===== config.mk =====
export PLATFORM = sky130hd
export DESIGN_NAME = trace_ctrl
export DESIGN_NICKNAME = d
export VERILOG_FILES = /design/src/rtl/trace_ctrl_pkg.sv /design/src/rtl/trace_ctrl_led_stretch.sv /design/src/rtl/trace_ctrl.sv
export SDC_FILE = /design/constraint.sdc
export NUM_CORES = 1
export LEC_CHECK = 0
export BUFFER_PORTS_ARGS = -buffer_cell sky130_fd_sc_hd__buf_2
export CAP_MARGIN = 40
export CORE_UTILIZATION = 40
export CTS_CLUSTER_SIZE = 24
export DETAILED_ROUTE_END_ITERATION = 8
export PLACE_DENSITY_LB_ADDON = 0.25
export SETUP_SLACK_MARGIN = 0.15
export SLEW_MARGIN = 5
export SYNTH_ARGS = -nofsm -noshare
export SYNTH_HDL_FRONTEND = slang
export SYNTH_SLANG_ARGS = --single-unit

===== constraint.sdc =====
create_clock -name clkOut -period 3.14 [get_ports clkOut]
set_input_delay 0.157 -clock clkOut [delete_from_list [all_inputs] [get_ports clkOut]]
set_output_delay 0.157 -clock clkOut [all_outputs]
set_load 0.02 [all_outputs]

===== src/rtl/trace_ctrl_pkg.sv =====
// Shared constants for trace_ctrl: command/reply bytes, FSM encoding and flag-byte layout.
package trace_ctrl_pkg;

  localparam logic [7:0] CMD_WIDTH  = 8'h57;  // 'W'
  localparam logic [7:0] CMD_EN     = 8'h45;  // 'E'
  localparam logic [7:0] CMD_DIS    = 8'h44;  // 'D'
  localparam logic [7:0] CMD_QUERY  = 8'h3F;  // '?'

  localparam logic [7:0] RSP_STATUS = 8'h53;  // 'S'
  localparam logic [7:0] RSP_ERR    = 8'h21;  // '!'
  localparam logic [7:0] ASCII_ZERO = 8'h30;

  localparam int FLAG_EN    = 0;
  localparam int FLAG_DROP  = 1;
  localparam int FLAG_RXERR = 2;

  typedef enum logic [2:0] {
    ST_IDLE,
    ST_ARG,
    ST_REPLY0,
    ST_REPLY1,
    ST_REPLY2
  } state_t;

  // Decodes an ASCII width argument; 0 marks anything that is not '1', '2' or '4'.
  function automatic logic [2:0] arg_width(input logic [7:0] b);
    case (b)
      8'h31:   return 3'd1;
      8'h32:   return 3'd2;
      8'h34:   return 3'd4;
      default: return 3'd0;
    endcase
  endfunction

endpackage


===== src/rtl/trace_ctrl_led_stretch.sv =====
// Single-bit retriggerable pulse stretcher: an event holds the output high for STRETCH_CYCLES cycles.
module led_stretch #(
  parameter int STRETCH_CYCLES = 2_400_000
) (
  input  logic clkOut,
  input  logic rst,
  input  logic evt,
  output logic led
);

  localparam int CW = (STRETCH_CYCLES > 2) ? $clog2(STRETCH_CYCLES) : 1;

  logic [CW-1:0] cnt_q, cnt_d;
  logic          led_q, led_d;

  always_comb begin
    cnt_d = cnt_q;
    if (evt) begin
      cnt_d = CW'(STRETCH_CYCLES - 1);
    end else if (cnt_q != '0) begin
      cnt_d = cnt_q - CW'(1);
    end
    led_d = (cnt_q != '0) || evt;
  end

  always_ff @(posedge clkOut) begin
    if (rst) begin
      cnt_q <= '0;
      led_q <= 1'b0;
    end else begin
      cnt_q <= cnt_d;
      led_q <= led_d;
    end
  end

  assign led = led_q;

endmodule


===== src/rtl/trace_ctrl.sv =====
// Trace probe runtime control: UART command parser, status replies, LED stretchers and heartbeat.
// Optional argument-byte timeout is compiled in with `define TRACE_CTRL_TIMEOUT_EN.
module trace_ctrl
  import trace_ctrl_pkg::*;
#(
  parameter int CLK_FREQ       = 48_000_000,
  parameter int HEARTBEAT_HZ   = 1,
  parameter int NUM_LEDS       = 4,
  parameter int STRETCH_CYCLES = 2_400_000,
  parameter int MAX_BUS_WIDTH  = 4,
  parameter int TIMEOUT_CYCLES = 4_800_000
) (
  input  logic                clkOut,
  input  logic                rst,
  input  logic [7:0]          rx_byte,
  input  logic                rx_valid,
  input  logic                rx_err,
  output logic [7:0]          tx_byte,
  output logic                tx_valid,
  input  logic                tx_free,
  output logic [2:0]          width,
  output logic                width_chg,
  output logic                trace_en,
  output logic                cmd_err,
  input  logic [NUM_LEDS-1:0] led_evt,
  output logic [NUM_LEDS-1:0] led_out,
  output logic                heartbeat
);

  localparam int HB_TC  = CLK_FREQ / (2 * HEARTBEAT_HZ);
  localparam int HBW    = (HB_TC > 2) ? $clog2(HB_TC) : 1;

  state_t      state_q, state_d;
  logic [2:0]  width_q, width_d;
  logic        trace_en_q, trace_en_d;
  logic [7:0]  tx_byte_q, tx_byte_d;
  logic        tx_valid_q, tx_valid_d;
  logic        width_chg_q, width_chg_d;
  logic        cmd_err_q, cmd_err_d;
  logic        err_reply_q, err_reply_d;
  logic        drop_q, drop_d;
  logic        rxerr_q, rxerr_d;
  logic [HBW-1:0] hb_cnt_q, hb_cnt_d;
  logic        hb_q, hb_d;

  logic [2:0]  arg_w;
  logic        arg_ok;
  logic        tx_done;
  logic        in_reply;
  logic        drop_set;
  logic        sticky_clr;

  assign arg_w    = arg_width(rx_byte);
  assign arg_ok   = (arg_w != 3'd0) && (int'(arg_w) <= MAX_BUS_WIDTH);
  assign tx_done  = tx_valid_q && tx_free;
  assign in_reply = (state_q == ST_REPLY0) || (state_q == ST_REPLY1) || (state_q == ST_REPLY2);
  assign drop_set = rx_valid && in_reply;

`ifdef TRACE_CTRL_TIMEOUT_EN
  localparam int TW = $clog2(TIMEOUT_CYCLES + 1);
  logic [TW-1:0] to_cnt_q, to_cnt_d;

  assign to_cnt_d = (state_q == ST_ARG) ? to_cnt_q + TW'(1) : '0;

  always_ff @(posedge clkOut) begin
    if (rst) begin
      to_cnt_q <= '0;
    end else begin
      to_cnt_q <= to_cnt_d;
    end
  end
`endif

  always_comb begin
    state_d     = state_q;
    width_d     = width_q;
    trace_en_d  = trace_en_q;
    tx_byte_d   = tx_byte_q;
    tx_valid_d  = tx_valid_q;
    width_chg_d = 1'b0;
    cmd_err_d   = 1'b0;
    err_reply_d = err_reply_q;
    sticky_clr  = 1'b0;

    case (state_q)
      ST_IDLE: begin
        if (rx_valid) begin
          case (rx_byte)
            CMD_WIDTH: state_d    = ST_ARG;
            CMD_EN:    trace_en_d = 1'b1;
            CMD_DIS:   trace_en_d = 1'b0;
            CMD_QUERY: begin
              state_d     = ST_REPLY0;
              tx_byte_d   = RSP_STATUS;
              tx_valid_d  = 1'b1;
              err_reply_d = 1'b0;
            end
            default: begin
              state_d     = ST_REPLY2;
              tx_byte_d   = RSP_ERR;
              tx_valid_d  = 1'b1;
              err_reply_d = 1'b1;
              cmd_err_d   = 1'b1;
            end
          endcase
        end
      end

      ST_ARG: begin
        if (rx_valid) begin
          if (arg_ok) begin
            width_d     = arg_w;
            width_chg_d = (arg_w != width_q);
            state_d     = ST_IDLE;
          end else begin
            state_d     = ST_REPLY2;
            tx_byte_d   = RSP_ERR;
            tx_valid_d  = 1'b1;
            err_reply_d = 1'b1;
            cmd_err_d   = 1'b1;
          end
        end
`ifdef TRACE_CTRL_TIMEOUT_EN
        else if (to_cnt_q == TW'(TIMEOUT_CYCLES - 1)) begin
          state_d   = ST_IDLE;
          cmd_err_d = 1'b1;
        end
`endif
      end

      ST_REPLY0: begin
        if (tx_done) begin
          state_d   = ST_REPLY1;
          tx_byte_d = ASCII_ZERO + {5'b0, width_q};
        end
      end

      ST_REPLY1: begin
        if (tx_done) begin
          state_d   = ST_REPLY2;
          tx_byte_d = 8'h00;
          tx_byte_d[FLAG_EN]    = trace_en_q;
          tx_byte_d[FLAG_DROP]  = drop_q | drop_set;
          tx_byte_d[FLAG_RXERR] = rxerr_q | rx_err;
        end
      end

      ST_REPLY2: begin
        if (tx_done) begin
          state_d    = ST_IDLE;
          tx_valid_d = 1'b0;
          sticky_clr = !err_reply_q;
        end
      end

      default: state_d = ST_IDLE;
    endcase

    // A new event in the clearing cycle must survive, so set dominates clear.
    drop_d  = drop_set | (drop_q & ~sticky_clr);
    rxerr_d = rx_err   | (rxerr_q & ~sticky_clr);
  end

  always_comb begin
    hb_cnt_d = hb_cnt_q + HBW'(1);
    hb_d     = hb_q;
    if (hb_cnt_q == HBW'(HB_TC - 1)) begin
      hb_cnt_d = '0;
      hb_d     = ~hb_q;
    end
  end

  always_ff @(posedge clkOut) begin
    if (rst) begin
      state_q     <= ST_IDLE;
      width_q     <= 3'd1;
      trace_en_q  <= 1'b1;
      tx_byte_q   <= 8'h00;
      tx_valid_q  <= 1'b0;
      width_chg_q <= 1'b0;
      cmd_err_q   <= 1'b0;
      err_reply_q <= 1'b0;
      drop_q      <= 1'b0;
      rxerr_q     <= 1'b0;
      hb_cnt_q    <= '0;
      hb_q        <= 1'b0;
    end else begin
      state_q     <= state_d;
      width_q     <= width_d;
      trace_en_q  <= trace_en_d;
      tx_byte_q   <= tx_byte_d;
      tx_valid_q  <= tx_valid_d;
      width_chg_q <= width_chg_d;
      cmd_err_q   <= cmd_err_d;
      err_reply_q <= err_reply_d;
      drop_q      <= drop_d;
      rxerr_q     <= rxerr_d;
      hb_cnt_q    <= hb_cnt_d;
      hb_q        <= hb_d;
    end
  end

  for (genvar gi = 0; gi < NUM_LEDS; gi++) begin : g_led
    led_stretch #(
      .STRETCH_CYCLES(STRETCH_CYCLES)
    ) u_led (
      .clkOut(clkOut),
      .rst   (rst),
      .evt   (led_evt[gi]),
      .led   (led_out[gi])
    );
  end

  assign tx_byte   = tx_byte_q;
  assign tx_valid  = tx_valid_q;
  assign width     = width_q;
  assign width_chg = width_chg_q;
  assign trace_en  = trace_en_q;
  assign cmd_err   = cmd_err_q;
  assign heartbeat = hb_q;

endmodule

==> metrics.json, run 1 <==
{
  "crit_slowest_cell": {"value": "sky130_fd_sc_hd__or3b_2"},
  "syn-cell-area": {"value": 0.00688, "unit": "mm^2"},
  "grt_util_overall": {"value": 0.174},
  "routed_via_density": {"value": 5.40},
  "most-common-layout-cells": {"value": "sky130_fd_sc_hd__dfxtp_1, sky130_fd_sc_hd__nor2_1, sky130_fd_sc_hd__a21oi_1"},
  "die_width": {"value": 133, "unit": "um"},
  "hold_start": {"value": "led_evt[3]"},
  "cap_viol_max_count": {"value": 0},
  "cts.htree.levels": {"value": 4},
  "antennaDiodeCount": {"value": 0},
  "design.die.area": {"value": 0.0177, "unit": "mm^2"},
  "synth-main-ff-cell": {"value": "sky130_fd_sc_hd__dfxtp_1"},
  "pin_count": {"value": 37},
  "grt_pass1_vias": {"value": 5392},
  "clock_latency_reported_for_the_late_side_of_the_worst_skew_pair": {"value": 420, "unit": "ps"},
  "ys_warn_count": {"value": 0},
  "global_route_wire_length_before_repair": {"value": 25100, "unit": "um"},
  "initial_antenna_violation_count": {"value": 0},
  "mostFrequentLayoutCell": {"value": "sky130_fd_sc_hd__dfxtp_1"},
  "critical_path_data_required_time": {"value": 3470, "unit": "ps"},
  "synth.ff_latch_count": {"value": 137},
  "fp.coreArea": {"value": 0.0167, "unit": "mm^2"},
  "finalWeightedCongestion": {"value": 0.821},
  "cpPeakStageDelay": {"value": 490, "unit": "ps"},
  "area_delta_synth_final": {"value": 14.7, "unit": "%"},
  "type_of_the_worst_setup_path": {"value": "reg -> reg"},
  "final_cell_count_no_fill": {"value": 1060},
  "first_iter_violations": {"value": 262},
  "critical_path.startpoint_type": {"value": "flip-flop"},
  "detail-route-antenna-nets": {"value": 0},
  "globalRoute.totalOverflow": {"value": 0},
  "postCtsSetupRepairBufs": {"value": 0},
  "timing.critical_path.fanout_max": {"value": 8},
  "wirelength": {"value": 14700, "unit": "um"},
  "critical_path_arrival": {"value": 2630, "unit": "ps"},
  "routed_wire_length_per_instance": {"value": 13.8, "unit": "um"},
  "yosys.cell_types.count": {"value": 71},
  "setup-tns-final": {"value": 0, "unit": "ps"},
  "chipHeight": {"value": 133, "unit": "um"},
  "achievable-frequency": {"value": 434, "unit": "MHz"},
  "reg2reg_from": {"value": "g_led[0].u_led.cnt_q[0]$_SDFFE_PP0P_"},
  "clock_sink_count": {"value": 137},
  "leakage": {"value": 0.00270, "unit": "uW"},
  "hold_class": {"value": "in -> reg"},
  "period_needed": {"value": 2300, "unit": "ps"},
  "p_per_area": {"value": 571, "unit": "mW/mm^2"},
  "synth_enable_flop_cells": {"value": 0},
  "synth-async-reset-ratio": {"value": 0},
  "clock_root_cell": {"value": "sky130_fd_sc_hd__clkbuf_16"},
  "synth_sequential_area_ratio": {"value": 0.399},
  "drcViolationCount": {"value": 0},
  "outcome": {"value": "completed"},
  "maxSlewHeadroom": {"value": 0.413},
  "post_cts_resize_count": {"value": 0},
  "final.period_utilization": {"value": 0.734},
  "drt_first_pass_iters": {"value": 4},
  "finish.net_count": {"value": 853},
  "unrepaired_setup_endpoints_after_global_routing": {"value": "no"},
  "io_buffer_count": {"value": 34},
  "total_power": {"value": 4510, "unit": "uW"},
  "place.detailed.instances": {"value": 1026},
  "worst_path_clk_slew": {"value": 60, "unit": "ps"},
  "cp.buffers_inverters": {"value": 1},
  "clock-skew-final": {"value": 5.43, "unit": "ps"},
  "clock_tree.buffer_depth": {"value": 2},
  "max_slew.worst_pin.slew": {"value": 858, "unit": "ps"},
  "vdd.ir_drop.worst": {"value": 0.000395, "unit": "V"},
  "share_of_cells_above_drive_strength_1": {"value": 0.118},
  "post_synth_inst_count": {"value": 801},
  "worstSetupStartpoint": {"value": "g_led[0].u_led.cnt_q[0]$_SDFFE_PP0P_"},
  "finalSetupViolCount": {"value": 0},
  "syn-mean-instance-area": {"value": 8.59, "unit": "um^2"},
  "critical_path.cell_chain": {"value": "inv_1, ha_1, or3b_2, nand4bb_1, nor2_2, nor3b_1, a311oi_1"},
  "crit_path_end_kind": {"value": "flip-flop"},
  "route.vias.total": {"value": 5725},
  "total_count_of_hold_check_failures_in_the_final_report": {"value": 0},
  "worst_path_dominant_cell_family": {"value": "simple AND/OR/NAND/NOR gates"},
  "dp_hpwl": {"value": 9760, "unit": "um"},
  "grt_start_max_net_pins": {"value": 80},
  "cts-buffers-inserted": {"value": 17},
  "cts_tree": {"value": "yes"},
  "slew_viol_final": {"value": 0},
  "initial_utilization": {"value": 0.412},
  "rows": {"value": 47}
}
synth_stat cells, types with 4 or more instances:
library cell / count / share of area
sky130_fd_sc_hd__and3_1: 4 / 0.0036
sky130_fd_sc_hd__a21oi_1: 72 / 0.052
sky130_fd_sc_hd__nor2b_1: 5 / 0.0045
sky130_fd_sc_hd__xor2_1: 30 / 0.038
sky130_fd_sc_hd__nand2b_1: 12 / 0.011
sky130_fd_sc_hd__a311oi_1: 5 / 0.0064
sky130_fd_sc_hd__ha_1: 9 / 0.016
sky130_fd_sc_hd__nor3_1: 41 / 0.030
sky130_fd_sc_hd__or2_2: 6 / 0.0055
sky130_fd_sc_hd__mux2i_1: 7 / 0.010
sky130_fd_sc_hd__buf_4: 6 / 0.0065
sky130_fd_sc_hd__nand3b_1: 4 / 0.0044
sky130_fd_sc_hd__o211ai_1: 12 / 0.013
sky130_fd_sc_hd__nor3b_1: 4 / 0.0044
sky130_fd_sc_hd__nor4_2: 4 / 0.0073
sky130_fd_sc_hd__or4_1: 11 / 0.012
sky130_fd_sc_hd__nand2_1: 37 / 0.020
sky130_fd_sc_hd__nand3_1: 25 / 0.018
sky130_fd_sc_hd__nor4bb_1: 4 / 0.0058
sky130_fd_sc_hd__nor4_1: 29 / 0.026
sky130_fd_sc_hd__dfxtp_1: 137 / 0.40
sky130_fd_sc_hd__o21ai_0: 23 / 0.017
sky130_fd_sc_hd__nand4_1: 10 / 0.0091
sky130_fd_sc_hd__a211oi_1: 8 / 0.0087
sky130_fd_sc_hd__o31ai_1: 5 / 0.0055
sky130_fd_sc_hd__o31a_1: 5 / 0.0064
sky130_fd_sc_hd__buf_2: 6 / 0.0044
sky130_fd_sc_hd__nor2_1: 89 / 0.049
sky130_fd_sc_hd__a31oi_1: 11 / 0.010
sky130_fd_sc_hd__o21ai_1: 4 / 0.0029
sky130_fd_sc_hd__or3_1: 20 / 0.018
sky130_fd_sc_hd__clkbuf_1: 24 / 0.013
sky130_fd_sc_hd__and2_1: 6 / 0.0055
sky130_fd_sc_hd__xnor2_1: 47 / 0.060
sky130_fd_sc_hd__inv_1: 21 / 0.011
per-layer routing:
layer / vias up / global-route usage / wire length (um)
met5: - / 0 / 0
met4: 0 / 0.0638 / 178
li1: 2956 / - / -
met2: 100 / 0.276 / 6680
met1: 2650 / 0.224 / 7220
met3: 19 / 0.0502 / 575
sequential cells by signal, summed over array words and instances, names as in the netlist, 3 cells and up:
| signal | cells |
|---|---|
| state_q | 3 |
| hb_cnt_q | 25 |
| g_led.u_led.cnt_q | 88 |
| g_led.u_led.led | 4 |
| width | 3 |
| tx_byte | 6 |
final timing paths:
path                                                              end  slack (ps)  depth (start not counted)
worst max-delay path             g_led[0].u_led.cnt_q[1]$_SDFFE_PP0P_         840                          7
worst min-delay path            g_led[3].u_led.cnt_q[15]$_SDFFE_PP0P_          50                          2
worst max register to register   g_led[0].u_led.cnt_q[1]$_SDFFE_PP0P_         840                          7
worst min register to register   g_led[1].u_led.cnt_q[9]$_SDFFE_PP0P_         470                          2
final cells by class:
| cell class | count | area (um^2) |
|---|---|---|
| sequential | 137 | 2740 |
| multi-input combinational | 607 | 3890 |
| timing repair buffer | 42 | 255 |
| clock buffer | 22 | 474 |
| tap | 220 | 275 |
| inverter | 22 | 82.6 |
| fill | 1651 | 8810 |
| clock inverter | 10 | 165 |
where the power goes:
group | internal [uW] | switching (uW)
Sequential | 1820 | 93.4
Combinational | 187 | 261
Clock | 1390 | 748
through the flow:
| stage | setup WS [ps] | util | hold slack, ps | cell area, um^2 |
|---|---|---|---|---|
| after CTS | 842 | 0.472 | 30.2 | 7890 |
| after global routing | 624 | 0.472 | 43.4 | 7890 |
| final | 836 | 0.472 | 45.7 | 7890 |
| after global placement | 906 | 0.431 | 373 | 7200 |
| after floorplan | 1110 | - | 274 | 6890 |
| after detailed placement | 860 | 0.433 | 378 | 7230 |
kinds of logic after synthesis:
group | count (synthesis) | share of synthesized area
and+or+nand+nor | 346 | 0.287
AOI/OAI and AO/OA | 163 | 0.148
DFF | 137 | 0.399
xor gates and xnor gates | 77 | 0.0980
buffers and inverters | 58 | 0.0360
muxes | 10 | 0.0151
adders and majority gates | 9 | 0.0164
other | 1 | 0.000545
timing repair:
action	CTS	global route
endpoints found under the hold margin	2	0
hold buffers	2	0
setup endpoints to repair	0	0
No activity file was read; power rests on OpenSTA's default activity.
==> inputs of run 2 (changes only) <==
==> constraint.sdc (replaced) <==
create_clock -name clkOut -period 2.3 [get_ports clkOut]
set_input_delay 0.115 -clock clkOut [delete_from_list [all_inputs] [get_ports clkOut]]
set_output_delay 0.115 -clock clkOut [all_outputs]
set_load 0.02 [all_outputs]
==> run 2 against run 1 <==
- first-iteration DRC count grew 16%
- final area rose by 3.0%
- worst hold slack worse by 29 ps
- fmax grew 11%
- wire length increased by 0.90%
- critical path type unchanged
==> metrics.json, run 2 (same netlist as run 1, synthesis figures left out) <==
{
  "vdd.ir_drop.worst": {"value": 0.000532, "unit": "V", "change": "+35%"},
  "pin_count": {"value": 37, "change": "unchanged"},
  "first_iter_violations": {"value": 304, "change": "+16%"},
  "final.setup.worst_slack": {"value": 218, "unit": "ps", "change": "-619 ps"},
  "hold_start": {"value": "rx_valid"},
  "die_width": {"value": 133, "unit": "um", "change": "unchanged"},
  "io_buffer_count": {"value": 34, "change": "unchanged"},
  "design.die.area": {"value": 0.0177, "unit": "mm^2", "change": "unchanged"},
  "critical_path_arrival": {"value": 2420, "unit": "ps", "change": "-210 ps"},
  "reg2reg_from": {"value": "g_led[3].u_led.cnt_q[6]$_SDFFE_PP0P_"},
  "antennaDiodeCount": {"value": 0, "change": "unchanged"},
  "fillerInstances": {"value": 1604, "change": "-2.8%"},
  "largest_reg_flops": {"value": 88, "change": "unchanged"},
  "hold_class": {"value": "in -> reg"},
  "power.sequential.fraction": {"value": 0.424, "change": "about the same"},
  "p_per_area": {"value": 759, "unit": "mW/mm^2", "change": "+33%"},
  "worst_path_dominant_cell_family": {"value": "simple AND/OR/NAND/NOR gates"},
  "reg2regPathDepth": {"value": 6, "change": "-1"},
  "cts-buffers-inserted": {"value": 17, "change": "unchanged"},
  "critical_path.startpoint_type": {"value": "flip-flop"},
  "dp_hpwl": {"value": 10100, "unit": "um", "change": "+3.2%"},
  "global_route_wire_length_before_repair": {"value": 24800, "unit": "um", "change": "-1.2%"},
  "total_count_of_hold_check_failures_in_the_final_report": {"value": 0, "change": "unchanged"},
  "finalSetupViolCount": {"value": 0, "change": "unchanged"},
  "final.period_utilization": {"value": 0.905, "change": "+0.172"},
  "max_slew.worst_pin.slew": {"value": 619, "unit": "ps", "change": "-240 ps"},
  "total_power": {"value": 6170, "unit": "uW", "change": "+37%"},
  "r2r_slack": {"value": 220, "unit": "ps", "change": "-620 ps"},
  "crit_slowest_cell": {"value": "sky130_fd_sc_hd__or4_1"},
  "type_of_the_worst_setup_path": {"value": "reg -> reg"},
  "power_switching": {"value": 1520, "unit": "uW", "change": "+38%"},
  "globalRoute.totalOverflow": {"value": 0, "change": "unchanged"},
  "clock_sink_count": {"value": 137, "change": "unchanged"},
  "drt_first_pass_iters": {"value": 4, "change": "unchanged"},
  "routed_wire_length_per_instance": {"value": 13.6, "unit": "um", "change": "-1.4%"},
  "pre_cts_slack": {"value": 103, "unit": "ps", "change": "-757 ps"},
  "initial_antenna_violation_count": {"value": 0, "change": "unchanged"},
  "routed_via_density": {"value": 5.34, "change": "-1.1%"},
  "regMostFlops": {"value": "g_led.u_led.cnt_q"},
  "finalWeightedCongestion": {"value": 0.822, "change": "about the same"},
  "wirelength": {"value": 14800, "unit": "um", "change": "+0.90%"},
  "cts_tree": {"value": "yes"},
  "final_cell_count_no_fill": {"value": 1085, "change": "+2.4%"},
  "critical_path.cell_chain": {"value": "or4_1, nor4_4, o21ai_2, buf_4, or3_1, a31oi_1"},
  "finish.net_count": {"value": 878, "change": "+2.9%"},
  "most-common-layout-cells": {"value": "sky130_fd_sc_hd__dfxtp_1, sky130_fd_sc_hd__nor2_1, sky130_fd_sc_hd__a21oi_1"},
  "period_needed": {"value": 2080, "unit": "ps", "change": "-221 ps"},
  "setup-tns-final": {"value": 0, "unit": "ps", "change": "unchanged"},
  "grt_start_max_net_pins": {"value": 53, "change": "-34%"},
  "detail-route-antenna-nets": {"value": 0, "change": "unchanged"},
  "chipHeight": {"value": 133, "unit": "um", "change": "unchanged"},
  "cp.buffers_inverters": {"value": 1, "change": "unchanged"},
  "critical_path_data_required_time": {"value": 2640, "unit": "ps", "change": "-830 ps"},
  "maxSlewHeadroom": {"value": 0.584, "change": "+0.171"},
  "cts.htree.levels": {"value": 4, "change": "unchanged"},
  "mostFrequentLayoutCell": {"value": "sky130_fd_sc_hd__dfxtp_1"},
  "timing.critical_path.fanout_max": {"value": 7, "change": "-1"},
  "area_delta_synth_final": {"value": 18.1, "unit": "%"},
  "min_to": {"value": "width_chg$_SDFF_PP0_"},
  "rows": {"value": 47, "change": "unchanged"},
  "clock_latency_reported_for_the_late_side_of_the_worst_skew_pair": {"value": 420, "unit": "ps", "change": "about the same"},
  "share_of_cells_above_drive_strength_1": {"value": 0.156, "change": "+0.0382"},
  "netSwitchingFraction": {"value": 0.247, "change": "+0.00213"},
  "slew_viol_final": {"value": 0, "change": "unchanged"},
  "worst_path_clk_slew": {"value": 60, "unit": "ps", "change": "about the same"},
  "initial_utilization": {"value": 0.412, "change": "unchanged"},
  "clock_root_cell": {"value": "sky130_fd_sc_hd__clkbuf_16"},
  "fp.coreArea": {"value": 0.0167, "unit": "mm^2", "change": "unchanged"},
  "grt_pass1_vias": {"value": 5339, "change": "-0.98%"},
  "hold_path_depth": {"value": 3, "change": "+1"},
  "outcome": {"value": "completed"},
  "crit_path_end_kind": {"value": "flip-flop"},
  "unrepaired_setup_endpoints_after_global_routing": {"value": "yes"},
  "p_int": {"value": 4650, "unit": "uW", "change": "+37%"},
  "clock_power_share": {"value": 0.469, "change": "-0.006"},
  "pwr-share-comb": {"value": 0.106, "change": "+0.006"},
  "place.detailed.instances": {"value": 1049, "change": "+2.2%"},
  "clock-skew-final": {"value": 9.20, "unit": "ps", "change": "+3.76 ps"},
  "drcViolationCount": {"value": 0, "change": "unchanged"},
  "achievable-frequency": {"value": 480, "unit": "MHz", "change": "+11%"},
  "route.vias.total": {"value": 5797, "change": "+1.3%"},
  "clock_tree.buffer_depth": {"value": 2, "change": "unchanged"},
  "r2r-end": {"value": "g_led[3].u_led.cnt_q[11]$_SDFFE_PP0P_"},
  "leakage": {"value": 0.00283, "unit": "uW", "change": "+4.9%"},
  "grt_util_overall": {"value": 0.171, "change": "-0.00299"},
  "cpPeakStageDelay": {"value": 590, "unit": "ps", "change": "+100 ps"},
  "cap_viol_max_count": {"value": 0, "change": "unchanged"}
}
[run 2: timing repair]
action	4_1_cts	5_1_grt
endpoints found under the hold margin	2	0
pin swaps	0	4
setup buffers	0	2
endpoints found under the setup margin	9	44
hold buffers	2	0
gates resized for setup	5	13
[run 2: metal layers]
metal / vias up / global-route usage / wire, um
li1: 3021 / - / -
met1: 2672 / 0.222 / 7270
met2: 87 / 0.273 / 6790
met3: 17 / 0.0430 / 527
met4: 0 / 0.0644 / 200
met5: - / 0 / 0
[run 2: layout make-up]
class                      count  area, um^2  area share
timing repair buffer          67         423      0.0520
multi-input combinational    607        3980       0.489
sequential                   137        2740       0.337
clock inverter                11         170      0.0209
inverter                      22        82.6      0.0102
tap                          220         275      0.0339
clock buffer                  21         460      0.0566
[run 2: worst max-delay path by stage]
stage,from,slack [ps],cells after the start,end
after floorplan,g_led[3].u_led.cnt_q[0]$_SDFFE_PP0P_,270,6,g_led[3].u_led.cnt_q[16]$_SDFFE_PP0P_
after global placement,g_led[0].u_led.cnt_q[0]$_SDFFE_PP0P_,130,7,g_led[0].u_led.cnt_q[1]$_SDFFE_PP0P_
after detailed placement,g_led[3].u_led.cnt_q[0]$_SDFFE_PP0P_,100,6,g_led[3].u_led.cnt_q[16]$_SDFFE_PP0P_
after CTS,g_led[3].u_led.cnt_q[0]$_SDFFE_PP0P_,150,6,g_led[3].u_led.cnt_q[16]$_SDFFE_PP0P_
after global routing,g_led[2].u_led.cnt_q[0]$_SDFFE_PP0P_,110,9,g_led[2].u_led.cnt_q[5]$_SDFFE_PP0P_
final,g_led[3].u_led.cnt_q[6]$_SDFFE_PP0P_,220,6,g_led[3].u_led.cnt_q[11]$_SDFFE_PP0P_
[run 2: worst reg2reg max path: cells and delay by family (launching register included)]
kind,cells,cell delay (ps)
buffers and inverters,1,180
AOI/OAI and AO/OA,2,300
DFF,1,360
and+or+nand+nor,3,1170
[run 2: through the flow]
stage	util	hold slack, ps	instance area, um^2
4_1_cts	0.482	1.65	8060
3_5_place_dp	0.442	351	7380
2_1_floorplan	-	232	6890
3_3_place_gp	0.442	343	7380
6_report	0.487	16.5	8130
5_1_grt	0.487	29.2	8130
[run 2: power groups by stage]
stage	combinational (uW)	clock [uW]	sequential, uW
3_5_place_dp	634	0	2660
5_1_grt	734	3080	2630
2_1_floorplan	481	0	2640
6_report	657	2900	2620
3_3_place_gp	631	0	2660
4_1_cts	646	2970	2610
==> inputs of run 3 (changes only) <==
--- a/config.mk
+++ b/config.mk
@@ -8,6 +8,8 @@
 export BUFFER_PORTS_ARGS = -buffer_cell sky130_fd_sc_hd__buf_2
 export CAP_MARGIN = 40
 export CORE_UTILIZATION = 40
+export CTS_BUF_LIST = sky130_fd_sc_hd__clkbuf_8 sky130_fd_sc_hd__clkbuf_16
+export CTS_CLUSTER_DIAMETER = 100
 export CTS_CLUSTER_SIZE = 24
 export DETAILED_ROUTE_END_ITERATION = 8
 export PLACE_DENSITY_LB_ADDON = 0.25
==> constraint.sdc (replaced) <==
create_clock -name clkOut -period 2.4 [get_ports clkOut]
set_input_delay 0.12 -clock clkOut [delete_from_list [all_inputs] [get_ports clkOut]]
set_output_delay 0.12 -clock clkOut [all_outputs]
set_load 0.02 [all_outputs]
==> run 3 against run 2 <==
- critical endpoint is now g_led[3].u_led.cnt_q[21]$_SDFFE_PP0P_
- combinational power fell by 7.9%
- global-route usage rose by 0.56 points
- highest routed layer unchanged
- die area did not move
- clock-buffer cell count fell by 4
- final cell count fell by 1.1%
==> metrics.json, run 3 (same netlist as run 1, synthesis figures left out) <==
{
  "globalRoute.totalOverflow": {"value": 0, "change": "unchanged"},
  "p_int": {"value": 4260, "unit": "uW", "change": "-8.4%"},
  "global_route_wire_length_before_repair": {"value": 25600, "unit": "um", "change": "+2.9%"},
  "max_slew.worst_pin.slew": {"value": 646, "unit": "ps", "change": "+27.2 ps"},
  "grtUsageMet1": {"value": 0.230, "change": "+0.00772"},
  "regMostFlops": {"value": "g_led.u_led.cnt_q"},
  "dp_hpwl": {"value": 9970, "unit": "um", "change": "-1.1%"},
  "clock_tree.buffer_depth": {"value": 2, "change": "unchanged"},
  "cts_tree": {"value": "yes"},
  "share_of_cells_above_drive_strength_1": {"value": 0.140, "change": "-0.0166"},
  "detail-route-antenna-nets": {"value": 0, "change": "unchanged"},
  "finalSetupViolCount": {"value": 0, "change": "unchanged"},
  "outcome": {"value": "completed"},
  "rows": {"value": 47, "change": "unchanged"},
  "hold_ws": {"value": 22.6, "unit": "ps", "change": "+6.07 ps"},
  "vdd.ir_drop.worst": {"value": 0.000521, "unit": "V", "change": "-2.1%"},
  "mostFrequentLayoutCell": {"value": "sky130_fd_sc_hd__dfxtp_1"},
  "timing.critical_path.fanout_max": {"value": 11, "change": "+4"},
  "most_used_routing_layer": {"value": "met2"},
  "grtUsageMet3": {"value": 0.0506, "change": "+0.00761"},
  "routed_via_density": {"value": 5.41, "change": "+1.2%"},
  "initial_utilization": {"value": 0.412, "change": "unchanged"},
  "setup-tns-final": {"value": 0, "unit": "ps", "change": "unchanged"},
  "wirelength": {"value": 15100, "unit": "um", "change": "+2.2%"},
  "fillerInstances": {"value": 1626, "change": "+1.4%"},
  "grt_pass1_vias": {"value": 5346, "change": "+0.13%"},
  "maxSlewHeadroom": {"value": 0.566, "change": "-0.0179"},
  "chipHeight": {"value": 133, "unit": "um", "change": "unchanged"},
  "cts-buffers-inserted": {"value": 17, "change": "unchanged"},
  "antennaDiodeCount": {"value": 0, "change": "unchanged"},
  "clock-skew-final": {"value": 7.42, "unit": "ps", "change": "-1.78 ps"},
  "p_per_area": {"value": 720, "unit": "mW/mm^2", "change": "-5.2%"},
  "period_needed": {"value": 2160, "unit": "ps", "change": "+75.6 ps"},
  "crit_path_end_kind": {"value": "flip-flop"},
  "pwr-share-comb": {"value": 0.106, "change": "about the same"},
  "design.die.area": {"value": 0.0177, "unit": "mm^2", "change": "unchanged"},
  "worst_path_clk_slew": {"value": 60, "unit": "ps", "change": "about the same"},
  "largest_reg_flops": {"value": 88, "change": "unchanged"},
  "power.sequential.fraction": {"value": 0.439, "change": "+0.015"},
  "area_delta_synth_final": {"value": 15.6, "unit": "%"},
  "finalWeightedCongestion": {"value": 0.806, "change": "-1.9%"},
  "grt_start_max_net_pins": {"value": 46, "change": "-13%"},
  "most-common-layout-cells": {"value": "sky130_fd_sc_hd__dfxtp_1, sky130_fd_sc_hd__nor2_1, sky130_fd_sc_hd__a21oi_1"},
  "unrepaired_setup_endpoints_after_global_routing": {"value": "yes"},
  "fp.coreArea": {"value": 0.0167, "unit": "mm^2", "change": "unchanged"},
  "final.period_utilization": {"value": 0.899, "change": "-0.00623"},
  "slew_viol_final": {"value": 0, "change": "unchanged"},
  "die_width": {"value": 133, "unit": "um", "change": "unchanged"},
  "critical_path_arrival": {"value": 2500, "unit": "ps", "change": "+80 ps"},
  "initial_antenna_violation_count": {"value": 0, "change": "unchanged"},
  "route.vias.total": {"value": 5801, "change": "+0.069%"},
  "first_iter_violations": {"value": 194, "change": "-36%"},
  "area_taken_by_multi_input_logic_gates": {"value": 0.00393, "unit": "mm^2", "change": "-1.2%"},
  "hold_class": {"value": "in -> reg"},
  "leakage": {"value": 0.00275, "unit": "uW", "change": "-2.9%"},
  "regArea": {"value": 0.00274, "unit": "mm^2", "change": "unchanged"},
  "cap_viol_max_count": {"value": 0, "change": "unchanged"},
  "clock_sink_count": {"value": 137, "change": "unchanged"},
  "drt_first_pass_iters": {"value": 4, "change": "unchanged"},
  "cts.htree.levels": {"value": 4, "change": "unchanged"},
  "routed_wire_length_per_instance": {"value": 14.1, "unit": "um", "change": "+3.3%"},
  "type_of_the_worst_setup_path": {"value": "reg -> reg"},
  "io_buffer_count": {"value": 34, "change": "unchanged"},
  "total_count_of_hold_check_failures_in_the_final_report": {"value": 0, "change": "unchanged"},
  "reg2regPathDepth": {"value": 5, "change": "-1"},
  "power_switching": {"value": 1470, "unit": "uW", "change": "-3.6%"},
  "clock_latency_reported_for_the_late_side_of_the_worst_skew_pair": {"value": 420, "unit": "ps", "change": "about the same"},
  "critical_path.startpoint_type": {"value": "flip-flop"},
  "pin_count": {"value": 37, "change": "unchanged"},
  "critical_path_data_required_time": {"value": 2740, "unit": "ps", "change": "+100 ps"},
  "hold_path_depth": {"value": 3, "change": "unchanged"},
  "netSwitchingFraction": {"value": 0.256, "change": "+0.00959"},
  "grt_util_overall": {"value": 0.177, "change": "+0.00563"},
  "achievable-frequency": {"value": 463, "unit": "MHz", "change": "-3.5%"},
  "clock_power_share": {"value": 0.456, "change": "-0.013"},
  "met2_usage": {"value": 0.283, "change": "+0.0105"},
  "drcViolationCount": {"value": 0, "change": "unchanged"},
  "finish.net_count": {"value": 867, "change": "-1.3%"},
  "clock_root_cell": {"value": "sky130_fd_sc_hd__clkbuf_16"}
}
run 3: repair_timing:
action / CTS / global route
hold buffers: 1 / 0
setup endpoints to repair: 1 / 14
pin swaps: 0 / 1
hold endpoints to repair: 1 / 0
gates cloned: 0 / 0
buffers inserted: 0 / 0
gates resized for setup: 1 / 6
run 3: metal layers:
| metal | part of all wire | vias up |
|---|---|---|
| met5 | 0 | - |
| met4 | 0.013 | 0 |
| met3 | 0.044 | 16 |
| met2 | 0.45 | 102 |
| met1 | 0.49 | 2693 |
| li1 | - | 2990 |
run 3: path summary, 6_finish.rpt:
| path | from | endpoint | slack, ps |
|---|---|---|---|
| max | g_led[3].u_led.cnt_q[5]$_SDFFE_PP0P_ | g_led[3].u_led.cnt_q[21]$_SDFFE_PP0P_ | 240 |
| min | led_evt[0] | g_led[0].u_led.cnt_q[6]$_SDFFE_PP0P_ | 20 |
| min reg2reg | g_led[1].u_led.cnt_q[9]$_SDFFE_PP0P_ | g_led[1].u_led.cnt_q[9]$_SDFFE_PP0P_ | 470 |
| max reg2reg | g_led[3].u_led.cnt_q[5]$_SDFFE_PP0P_ | g_led[3].u_led.cnt_q[21]$_SDFFE_PP0P_ | 240 |
run 3: worst max-delay path, cell delays in order (launching register included):
cell,delay [ps]
sky130_fd_sc_hd__dfxtp_1,360
sky130_fd_sc_hd__or4_1,590
sky130_fd_sc_hd__nor4_2,330
sky130_fd_sc_hd__o21ai_2,210
sky130_fd_sc_hd__or4_1,440
sky130_fd_sc_hd__a31oi_1,170
run 3: cell type report:
cell class / instances / area share
multi-input cells: 607 / 0.494
flip-flops and latches: 137 / 0.345
well taps: 220 / 0.0346
repair buffers: 56 / 0.0425
inverters: 22 / 0.0104
clock buffers: 17 / 0.0535
clock inverters: 14 / 0.0201
run 3: per-stage QoR:
stage          power, uW  area, um^2   util  worst slack [ps]  instances
2_1_floorplan       2990        6890      -               369        802
3_3_place_gp        3140        7320  0.438               217       1041
3_5_place_dp        3150        7320  0.438               159       1041
4_1_cts             5790        7920  0.474               168       1073
5_1_grt             5970        7950  0.476              92.6       1073
6_report            5720        7950  0.476               242       1073
run 3: power by group through the flow:
stage | registers, uW | clock network, uW | logic, uW
finish | 2510 | 2610 | 605
global route | 2530 | 2770 | 675
CTS | 2510 | 2680 | 603
detailed placement | 2550 | 0 | 595
global placement | 2550 | 0 | 589
floorplan | 2530 | 0 | 461
